**src/rtl/saber_mac_seq.sv**
```systemverilog
// Saber schoolbook polynomial multiply sequencer: acc(x) = a(x)*s(x) mod (x^N + 1), mod 2^13.
// One (i, j) coefficient pair is issued per cycle into a two-stage shift-and-add MAC lane.
module saber_mac_seq #(
    parameter int N    = 256,
    parameter int LOGN = 8
) (
    input  logic            clk,
    input  logic            rst,
    input  logic            start,
    output logic            busy,
    output logic            done,
    output logic [LOGN-1:0] a_rd_addr,
    input  logic [12:0]     a_rd_data,
    output logic [LOGN-1:0] s_rd_addr,
    input  logic [3:0]      s_rd_data,
    output logic [LOGN-1:0] acc_rd_addr,
    input  logic [12:0]     acc_rd_data,
    output logic            acc_wr_en,
    output logic [LOGN-1:0] acc_wr_addr,
    output logic [12:0]     acc_wr_data
);

    localparam logic [1:0] ST_IDLE  = 2'd0;
    localparam logic [1:0] ST_MAC   = 2'd1;
    localparam logic [1:0] ST_DRAIN = 2'd2;
    localparam logic [1:0] ST_DONE  = 2'd3;

    localparam logic [LOGN-1:0] IDX_ZERO = LOGN'(0);
    localparam logic [LOGN-1:0] IDX_ONE  = LOGN'(1);
    localparam logic [LOGN-1:0] IDX_LAST = LOGN'(N - 1);

    logic [1:0]      state_r, state_nxt_s;
    logic [LOGN-1:0] i_r, j_r, k_r, i_nxt_s, j_nxt_s;
    logic            busy_r, done_r;
    logic [LOGN:0]   sum_s;
    logic            wrap_s;
    logic            v1_r, wrap1_r, first1_r;
    logic [LOGN-1:0] k1_r;
    logic            wr_en_r;
    logic [LOGN-1:0] wr_addr_r;
    logic [12:0]     wr_data_r;
    logic [12:0]     m_s, ri_s, acc_nxt_s;
    logic            neg_s;

    // |s| * a for |s| in 0..4 using shifts and one add; magnitudes 5..7 saturate to 4
    function automatic logic [12:0] scale_a(input logic [12:0] a, input logic [2:0] mag);
        logic [12:0] r;
        case (mag)
            3'd0:    r = 13'd0;
            3'd1:    r = a;
            3'd2:    r = {a[11:0], 1'b0};
            3'd3:    r = a + {a[11:0], 1'b0};
            default: r = {a[10:0], 2'b00};
        endcase
        return r;
    endfunction

    // Next-state and issue counter logic: inner loop i, outer loop j
    always_comb begin
        state_nxt_s = state_r;
        i_nxt_s     = i_r;
        j_nxt_s     = j_r;
        case (state_r)
            ST_IDLE: begin
                i_nxt_s = IDX_ZERO;
                j_nxt_s = IDX_ZERO;
                if (start) state_nxt_s = ST_MAC;
                else       state_nxt_s = ST_IDLE;
            end
            ST_MAC: begin
                i_nxt_s = i_r + IDX_ONE;
                if (i_r == IDX_LAST) begin
                    // j holds at N-1 on the final issue rather than wrapping
                    if (j_r == IDX_LAST) state_nxt_s = ST_DRAIN;
                    else                 j_nxt_s = j_r + IDX_ONE;
                end else begin
                    j_nxt_s = j_r;
                end
            end
            ST_DRAIN: begin
                if (!v1_r) state_nxt_s = ST_DONE;
                else       state_nxt_s = ST_DRAIN;
            end
            ST_DONE: begin
                i_nxt_s     = IDX_ZERO;
                j_nxt_s     = IDX_ZERO;
                state_nxt_s = ST_IDLE;
            end
            default: begin
                i_nxt_s     = IDX_ZERO;
                j_nxt_s     = IDX_ZERO;
                state_nxt_s = ST_IDLE;
            end
        endcase
    end

    // Control state, issue addresses and status flags
    always_ff @(posedge clk) begin
        if (rst) begin
            state_r <= ST_IDLE;
            i_r     <= IDX_ZERO;
            j_r     <= IDX_ZERO;
            k_r     <= IDX_ZERO;
            busy_r  <= 1'b0;
            done_r  <= 1'b0;
        end else begin
            state_r <= state_nxt_s;
            i_r     <= i_nxt_s;
            j_r     <= j_nxt_s;
            k_r     <= i_nxt_s + j_nxt_s;
            busy_r  <= (state_nxt_s == ST_MAC) || (state_nxt_s == ST_DRAIN);
            done_r  <= (state_nxt_s == ST_DONE);
        end
    end

    // Carry out of i + j marks a wrapped term, which picks up the x^N = -1 sign flip
    assign sum_s  = {1'b0, i_r} + {1'b0, j_r};
    assign wrap_s = sum_s[LOGN];

    // Stage 1: tags that travel alongside the RAM read latency
    always_ff @(posedge clk) begin
        if (rst) begin
            v1_r     <= 1'b0;
            k1_r     <= IDX_ZERO;
            wrap1_r  <= 1'b0;
            first1_r <= 1'b0;
        end else begin
            v1_r     <= (state_r == ST_MAC);
            k1_r     <= k_r;
            wrap1_r  <= wrap_s;
            first1_r <= (j_r == IDX_ZERO);
        end
    end

    // MAC lane: the j = 0 pass ignores stale accumulator contents
    always_comb begin
        m_s       = scale_a(a_rd_data, s_rd_data[2:0]);
        ri_s      = 13'd0;
        neg_s     = s_rd_data[3] ^ wrap1_r;
        acc_nxt_s = 13'd0;
        if (first1_r) ri_s = 13'd0;
        else          ri_s = acc_rd_data;
        if (neg_s) acc_nxt_s = ri_s - m_s;
        else       acc_nxt_s = ri_s + m_s;
    end

    // Stage 2: accumulator write-back register
    always_ff @(posedge clk) begin
        if (rst) begin
            wr_en_r   <= 1'b0;
            wr_addr_r <= IDX_ZERO;
            wr_data_r <= 13'd0;
        end else begin
            wr_en_r   <= v1_r;
            wr_addr_r <= k1_r;
            if (v1_r) wr_data_r <= acc_nxt_s;
            else      wr_data_r <= wr_data_r;
        end
    end

    assign busy        = busy_r;
    assign done        = done_r;
    assign a_rd_addr   = i_r;
    assign s_rd_addr   = j_r;
    assign acc_rd_addr = k_r;
    assign acc_wr_en   = wr_en_r;
    assign acc_wr_addr = wr_addr_r;
    assign acc_wr_data = wr_data_r;

endmodule
```
**config.mk**
```make
export PLATFORM = sky130hd
export DESIGN_NAME = saber_mac_seq
export DESIGN_NICKNAME = d
export VERILOG_FILES = /design/src/rtl/saber_mac_seq.sv
export SDC_FILE = /design/constraint.sdc
export NUM_CORES = 1
export LEC_CHECK = 0
export BUFFER_PORTS_ARGS = -buffer_cell sky130_fd_sc_hd__buf_2
export CORE_MARGIN = 4
export CORE_UTILIZATION = 30
export CTS_CLUSTER_SIZE = 24
export DETAILED_ROUTE_END_ITERATION = 10
export SYNTH_ARGS = -nofsm -noshare
export SYNTH_HDL_FRONTEND = slang
export SYNTH_SLANG_ARGS = --single-unit
```
**constraint.sdc**
```tcl
create_clock -name clk -period 4.9 [get_ports clk]
set_input_delay 0.245 -clock clk [delete_from_list [all_inputs] [get_ports clk]]
set_output_delay 0.245 -clock clk [all_outputs]
set_load 0.01 [all_outputs]
```
Word-level counts from Yosys, hierarchy flattened:

Index checks and enable logic that the tools add are counted.

* register bits after elaboration: 61
* input port bits: 33
* output and inout bits: 48
* word-level logic and storage cells: 49

* $add $sub $neg: 7
* equal/unequal tests: 11
* muxes and demuxes: 12
* bitwise logic cells: 1
* reductions and logical operators: 5

Operator list (number)
* $pmux 13 s4: 1
* $pmux 8 s2: 2
* $add 13x13->13: 2
* $mux 13: 2
* $add 8x1->8 const B: 2
* $eq 8x8->1 const B: 2
* $mux 8: 2
* $sub 13x13->13: 1
* $add 8x8->9: 1
* $add 8x8->8: 1
* $eq 2x2->1 const B: 4
* $logic_not 8->1: 1
* $pmux 2 s4: 1
* $eq 3x2->1 const B: 2
* $eq 2x1->1 const B: 2
* $mux 2: 2
* $eq 3x1->1 const B: 1
* $logic_not 3->1: 1
* $logic_not 2->1: 1
* $mux 1: 2
* $reduce_or 2->1: 1
* $logic_or 1x1->1: 1
* $xor 1x1->1: 1

Longest topological paths before layout:

Gate-level depths: netlist (run 1).

* depth after elaboration: 6
* depth in mapped cells: 20
* mapped depth without buffers: 20

Worst setup path after synthesis (run 1):

No wires, ideal clock.

* path kind: input port to flip-flop
* start: input port a_rd_data[0]
* end: register wr_data_r[12] (netlist: acc_wr_data[12])
* library setup time: 0.112 ns
* arrival: 3.408 ns
* slack: 1.380 ns
* cell stages on the path: 18
* path through: ha_1 inv_1 fa_1 nor2b_1 o21bai_1 a211o_1 o211a_1 nand2b_1 nor4_4 a21oi_1 xor2_1 ha_1 nand3_1 o211a_1 nor2_1 nor2_1 o41a_1 a2111oi_1

* word-level cells in the longest chain between the ends: 4
* elaborated cells between the ends (all ways): 5
* those cells by class: add/sub: 3; mux: 2

RTL lines
* start: declaration: line 13 `input logic [12:0] a_rd_data,`
* $add 13x13->13: line 52 `3'd3: r = a + {a[11:0], 1'b0};`
* $pmux 13 s4 *: line 48 `case (mag)`
* $add 13x13->13 or $sub 13x13->13 (tied branches): line 144, 143
* $mux 13 *: line 143 `if (neg_s) acc_nxt_s = ri_s - m_s;`
* end signal: assignment: line 156 `if (v1_r) wr_data_r <= acc_nxt_s;`
* end signal: assignment: line 157 `else wr_data_r <= wr_data_r;`
* end: declaration: line 41 `logic [12:0] wr_data_r;`

Mark *: on every way between the ends. The rest lies on a longest branch, timed or not.
A chain may end at the register's enable or synchronous reset.

Worst setup path in the final report (run 1):

* start: register i_r[0] (netlist: a_rd_addr[0])
* end: register k_r[7] (netlist: acc_rd_addr[7])

* word-level cells in the longest chain between the ends: 4
* elaborated cells between the ends (all ways): 6
* those cells by class: add/sub: 2; eq/ne: 1; mux: 3

RTL lines
* start: declaration: line 33 `logic [LOGN-1:0] i_r, j_r, k_r, i_nxt_s, j_nxt_s;`
* start signal: assignment: line 108 `i_r <= i_nxt_s;`
* $eq 8x8->1: line 72 `if (i_r == IDX_LAST) begin`
* $mux 8: line 72
* $pmux 8 s2: line 63 `case (state_r)`
* named net j_nxt_s[1]: line 33
* $add 8x8->8: line 110 `k_r <= i_nxt_s + j_nxt_s;`
* end signal: assignment: line 110
* end: declaration: line 33

The timed path passes the listed nets, and every way through them passes these cells.

==> results of run 1 <==
worst register-to-register path: stages, from the launching register on:
cell and delay [ns]:
dfxtp_1 0.44, ha_1 0.23, nand3_1 0.12, nor2_1 0.24, nand3_1 0.23, nor2b_1 0.47
o21ai_0 0.21, a32oi_1 0.35, inv_1 0.09, ha_1 0.28, a21o_1 0.18, a21o_1 0.19
a21o_1 0.18, a21oi_1 0.22, o21bai_1 0.10, a21oi_1 0.17, xnor2_1 0.13, nor2_1 0.05
sequential cells by signal, indices dropped and copies added (netlist names):
name / flops
busy: 1
k1_r: 8
v1_r: 1
first1_r: 1
acc_wr_en: 1
state_r: 2
acc_wr_data: 13
wrap1_r: 1
acc_rd_addr: 8
acc_wr_addr: 8
done: 1
s_rd_addr: 8
a_rd_addr: 8
final cells by class:
class | instances | area share [%]
clock buffer | 9 | 4.35
timing repair buffer | 82 | 8.03
sequential | 61 | 23.6
clock inverter | 7 | 1.62
multi-input combinational | 414 | 56.5
tap | 180 | 4.35
inverter | 22 | 1.60
synthesized netlist by cell type, types with 9 or more instances:
cell type / n
ha_1: 42
dfxtp_1: 61
nor2_1: 51
nand2_1: 36
xor2_1: 22
a21oi_1: 25
nor2b_1: 54
inv_1: 21
xnor2_1: 21
clkbuf_1: 11
a21o_1: 9
a22oi_1: 9
o21ai_0: 30
power groups by stage:
stage | clock network (mW) | registers [mW] | logic (mW)
after floorplan | 0 | 0.534 | 0.238
after global placement | 0 | 0.532 | 0.313
after detailed placement | 0 | 0.532 | 0.319
after CTS | 0.655 | 0.522 | 0.322
after global routing | 0.678 | 0.523 | 0.358
final | 0.642 | 0.521 | 0.322
layer usage:
metal	vias up	part of all wire [%]	track usage (%)	wire length (um)
met5	-	0	0	0
met4	0	1.9	4.93	213
met3	16	5.8	3.33	636
met2	100	48	22.2	5280
met1	1781	44	15.8	4850
li1	1974	-	-	-
layout by cell type, fill, tap and decap left out, types with 4 or more instances in the layout:
cell       Yosys  layout
xnor2_1       21      21
ha_1          42      42
a21o_1         9       9
clkbuf_16      0       9
mux2i_1        7       7
a22oi_1        9       9
xor2_1        22      22
o31ai_1        4       4
nand3_1        8       8
a211oi_1       5       5
dfxtp_1       61      61
o21a_1         4       4
or3_1          6       6
a21oi_1       25      25
inv_1         21      21
nor3_1         8       8
nand2_1       36      36
nor2_1        51      51
nor2b_1       54      54
buf_2          3      80
o21ai_0       30      30
nand2b_1       5       5
cells by family after synthesis:
logic type / synth area share [%]
xor gates and xnor gates: 8.68
adders and majority gates: 13.5
buffers and inverters: 4.50
AOI/OAI and AO/OA: 19.8
and+or+nand+nor: 23.8
DFF: 28.2
muxes: 1.62
worst max-delay path by stage:
stage | from | end | slack, ns | depth (start not counted)
after global routing | a_rd_addr[0] | acc_rd_addr[7] | 0.41 | 17
after CTS | a_rd_addr[0] | acc_rd_addr[7] | 0.93 | 17
after floorplan | a_rd_data[0] | acc_wr_data[12] | 1.38 | 18
after global placement | s_rd_data[0] | acc_wr_data[9] | 0.87 | 17
final | a_rd_addr[0] | acc_rd_addr[7] | 0.87 | 17
after detailed placement | s_rd_data[0] | acc_wr_data[9] | 0.71 | 17
metrics by stage:
step | power, mW | hold WS [ns] | setup WS (ns) | util, % | instances
3_5_place_dp | 0.851 | 0.422 | 0.708 | 34.7 | 759
5_1_grt | 1.56 | 0.353 | 0.408 | 36.9 | 775
4_1_cts | 1.50 | 0.333 | 0.932 | 36.9 | 775
6_report | 1.48 | 0.342 | 0.871 | 36.9 | 775
2_1_floorplan | 0.772 | 0.414 | 1.38 | - | 517
3_3_place_gp | 0.845 | 0.421 | 0.867 | 34.7 | 759
==> results.md, run 1 <==
* Total negative setup slack at 0 ns
* Crit path buffers/inverters at 1
* RSZ-0062 raised after global routing: false
* Most Frequent Cell on Critical Path: a21o_1
* Num CTS Buffers at 9
* Max Cap Violations at 0
* Critical Path RT at 5.07 ns
* Gr ovfl total at 0
* Die area at 16400 um^2
* Post-route DRC at 0
* First-pass detailed-route iteration total at 4
* Yosys warning count at 0
* Top post-synthesis cells by area: dfxtp_1 (28%), ha_1 (12%), nor2b_1 (7.8%), xor2_1 (4.4%), nor2_1 (4.4%)
* R2r setup slk at 0.87 ns
* Main synth FF type: dfxtp_1
* Hold Crit Class: primary input to flip-flop
* Period utilisation layout at 82.2%
* Switch Pwr at 0.435 mW
* H-tree depth at 3
* FFs w/ async S/R, synth at 0%
* Antenna viol nets, final at 0
* Period minus WS final at 4.03 ns
* Crit Path Category: flip-flop to flip-flop
* Fin. Hold Viols at 0
* Top Ports at 81
* Leak Pwr at 2.34 nW
* VDD IR-drop max at between 0.15 and 0.2 mV
* Hold endpoint: acc_wr_data[0]
* Worst slew pin tran at 1.05 ns
* # nets final at around 670
* Vias in the first global route at 3673
* Gate power share at 21.7%
* Iter 0 DRT Violations at 180
* Clock Path Buffers at 2
* Die Height at 128 um
* Dpl hpwl at around 8.6 mm
* Area leader, netlist: dfxtp_1
* Initial antenna violation count at 0
* CP arrival at 4.20 ns
* Post-synthesis sequential area ratio at between 20 and 30%
* EDFF count, synth at 0
* Hold buffers post-CTS at 0
* CP max FO at 7
* FF/Latch Area at 1220 um^2
* FMAX at approximately 0.25 GHz
* DR WL/cell at 14.2 um
* Initial Util at between 30% and 40%
* Pwr/cell area at ~290 nW/um^2
* Worst-path clk slew at about 0.060 ns
* Final Max Slew Viols at 0
* Vias per cell at ~5.0
* Clk_lat worst skew at 0.33 ns
* Post-synthesis net count at 595
* Filler cell count at between 1000 and 1500
* Area of the multi-input gates at between 2000 and 3000 um^2
* Cell Chain, Critical Path: ha_1 -> nand3_1 -> nor2_1 -> nand3_1 -> nor2b_1 -> o21ai_0 -> a32oi_1 -> inv_1 -> ha_1 -> a21o_1 -> a21o_1 -> a21o_1 -> a21oi_1 -> o21bai_1 -> a21oi_1 -> xnor2_1 -> nor2_1
* Sw Ratio at 29.3%
* R2r startpoint: a_rd_addr[0]
* Global-route wire length before repair at 17.6 mm
* Cell family with most CP delay: compound AO/OA/AOI/OAI gates
* Area growth syn-to-layout at 19.3%
* Hold Path Stages at 4
* IO buf count at 80
* Syn avg cell area at 8.39 um^2
* Hold_sp: acc_rd_data[0]
* Slowest cell on crit path: nor2b_1
* FF+latch count, synth at a little over 60
* Post-Syn Instances at 517
* Die Wd at 128 um
* N_diodes at 0
* Setup Skew at roughly 0.009 ns
* Rows at 43
* Status: complete, no violations
* Layout cell share with drive strength beyond 1 at a little under a fifth
* Cell variety after synth at 68
* Power Internal at 1.05 mW
* DR vias at 3871
* CTS tree: yes
* Post-CTS sizing at 0
* Reg power frac at 35.1%
* Setup bufs post-CTS at 0
* Placed cell areas at 4870 um^2
* Rel. slew slack at a little under a third
* Part of the power in the clock network at 43.2%
* Crit path largest cell delay at 0.47 ns
* # clock sinks at 61
* Largest net degree at the start of global routing at 64
* Root buffer cell: clkbuf_16
* R2R depth at 17
* Type of destination of the critical path: flip-flop
* Gpl congestion at about 0.86
* Worst reg2reg endpoint: acc_rd_addr[7]
* Overall Global Routing Usage at 13.1%
* Final setup vio count at 0
* Synth top area share at 28.2%
* Core ar. at 14000 um^2
* Critical Path Source Type: flip-flop
* Final instance area at 5170 um^2
* Post-Syn Area at 4340 um^2
* Routed Wire Length at 11.0 mm
(Power assumes the default switching activity.)
==> run 2: changes to the inputs <==
==> constraint.sdc (replaced) <==
create_clock -name clk -period 3.9 [get_ports clk]
set_input_delay 0.195 -clock clk [delete_from_list [all_inputs] [get_ports clk]]
set_output_delay 0.195 -clock clk [all_outputs]
set_load 0.01 [all_outputs]
==> run 2 against run 1 <==
Net effect:
- clock power increased by 31%
- utilization increased by 0.86 points
- clock skew decreased by 0.00094 ns
- critical path type is now primary input to flip-flop
- critical endpoint is now acc_wr_data[11]
- largest power group unchanged
==> results.md, run 2 (synthesized netlist as in run 1, its figures left out) <==
* Status: complete, no violations
* Worst-path clk slew at approximately 0.05 ns
* Slowest cell on crit path: fa_1
* RSZ-0062 raised after global routing: false
* Die Wd at 128 um
* Crit Path Category: primary input to flip-flop
* Clk_lat worst skew at 0.32 ns
* Initial Util at 30.9%
* Worst reg2reg endpoint: acc_rd_addr[7]
* Crit path to: acc_wr_data[11]
* Final non-filler cell total at a little under 800
* CP max FO at 5
* Gpl congestion at 0.891
* R2R depth at 17
* Post-route DRC at 0
* Crit path depth at 18
* Rel. slew slack at 29.8%
* Cell Chain, Critical Path: buf_2 -> ha_1 -> inv_1 -> fa_1 -> nand2_1 -> a311oi_2 -> a21oi_1 -> o21ai_0 -> xnor2_1 -> ha_1 -> a21boi_0 -> o21ai_1 -> a21boi_0 -> o21ai_0 -> a21oi_1 -> o211ai_1 -> nand4b_1 -> o221ai_1
* Final setup margin at 0.272 ns
* Final setup vio count at 0
* Critical Path RT at between 4 and 5 ns
* First-pass detailed-route iteration total at 4
* Type of destination of the critical path: flip-flop
* Dpl hpwl at 8.67 mm
* Die area at 16400 um^2
* H-tree depth at 3
* Global-route wire length before repair at 18.2 mm
* Root buffer cell: clkbuf_16
* Max reg flops at 13
* CTS tree: yes
* Overall Global Routing Usage at around 13%
* Setup bufs post-CTS at 0
* Period minus WS final at 3.63 ns
* Initial antenna violation count at 0
* Hold Crit Class: primary input to flip-flop
* Vias in the first global route at a little under 4000
* Vias per cell at 5.00
* Period utilisation layout at ~93%
* Most frequent cells in the layout: buf_2 (80), dfxtp_1 (61), nor2b_1 (53)
* Gr ovfl total at 0
* Layout cell share with drive strength beyond 1 at 20.7%
* Top Ports at 81
* Final Max Slew Viols at 0
* Hold buffers post-CTS at 0
* DR vias at 3942
* Crit path buffers/inverters at 2
* Routed Wire Length at 11.1 mm
* # clock sinks at a little over 60
* Fin. Hold Viols at 0
* Total negative setup slack at 0 ns
* Max Cap Violations at 0
* Rows at 43
* Commonest non-fill, non-tap cell in the layout: buf_2
* Largest net degree at the start of global routing at 64
* Dpl ws at -0.0879 ns
* Pwr/cell area at between 300 and 400 nW/um^2
* Post-CTS sizing at 0
* CP arrival at 3.79 ns
* Num CTS Buffers at 9
* Core ar. at 14000 um^2
* Worst slew pin tran at 1.05 ns
* Critical Path Source Type: primary input
* R2r startpoint: a_rd_addr[1]
* Clock Path Buffers at 2
* Crit. Startpoint: a_rd_data[1]
* Die Height at about 130 um
* VDD IR-drop max at approximately 0.20 mV
* Iter 0 DRT Violations at 200
* IO buf count at 80
* Antenna viol nets, final at 0
* N_diodes at 0
* R2r setup slk at 0.30 ns
* Area growth syn-to-layout at 22.1%
* Leak Pwr at 2.41 nW
* Core Util, Final at ~38%
* Crit path largest cell delay at ~0.47 ns
* Placed cells at 772
* FMAX at about 0.28 GHz
* Cell family with most CP delay: compound AO/OA/AOI/OAI gates
* DR WL/cell at 14.1 um
* Setup Skew at 0.00809 ns
* Filler cell count at 1425
* # nets final at approximately 680
==> run 2: cell count changes in the layout (fill, tap and decap cells not counted), moves of 2 or more <==
cell      previous run  this run
clkinv_4             3         1
buf_4                2        15
o21ai_0             30        28
o21ai_1              0         2
==> run 2: report_power, final <==
group | leakage, nW | internal [mW] | switching [mW] | total (mW)
Clock | 0.152 | 0.560 | 0.282 | 0.842
Sequential | 0.495 | 0.641 | 0.0137 | 0.655
Combinational | 1.76 | 0.182 | 0.234 | 0.416
==> run 2: worst register-to-register path: cells and delay by family, from the launching register on <==
kind | cells | cell delay [ns]
compound gates | 6 | 1.13
xor+xnor | 2 | 0.28
fa+ha+maj | 2 | 0.59
buf+inv | 1 | 0.16
flops | 1 | 0.47
simple gates | 6 | 0.82
==> run 2: cell type report <==
type                       instances  area [um^2]  area share, %
multi-input combinational        414         2930           55.3
clock buffer                       9          225           4.25
sequential                        61         1220           23.1
inverter                          22         82.6           1.56
clock inverter                     7         97.6           1.84
timing repair buffer              95          513           9.69
tap                              180          225           4.25
==> run 2: how the worst min path moves through the flow <==
stage | start | slack (ns) | depth (start not counted) | end
final | acc_rd_data[0] | 0.27 | 4 | acc_wr_data[0]
after global routing | acc_rd_data[0] | 0.31 | 4 | acc_wr_data[0]
after CTS | acc_rd_data[0] | 0.27 | 4 | acc_wr_data[0]
after detailed placement | k1_r[1] | 0.42 | 1 | acc_wr_addr[1]
after global placement | k1_r[5] | 0.43 | 1 | acc_wr_addr[5]
after floorplan | rst | 0.38 | 2 | acc_wr_en
==> run 2: stage by stage <==
step	area, um^2	hold WS, ns	power (mW)
6_report	5300	0.274	1.91
5_1_grt	5300	0.313	2.02
4_1_cts	5290	0.268	1.93
3_5_place_dp	4960	0.423	1.08
3_3_place_gp	4960	0.425	1.07
2_1_floorplan	4340	0.382	0.969
==> run 2: metal layers <==
layer | vias to the layer above | share of wire [%] | GRT usage [%]
li1 | 1992 | - | -
met2 | 88 | 50 | 22.6
met1 | 1848 | 44 | 16.5
met3 | 14 | 5.6 | 3.67
met4 | 0 | 1.4 | 4.68
met5 | - | 0 | 0
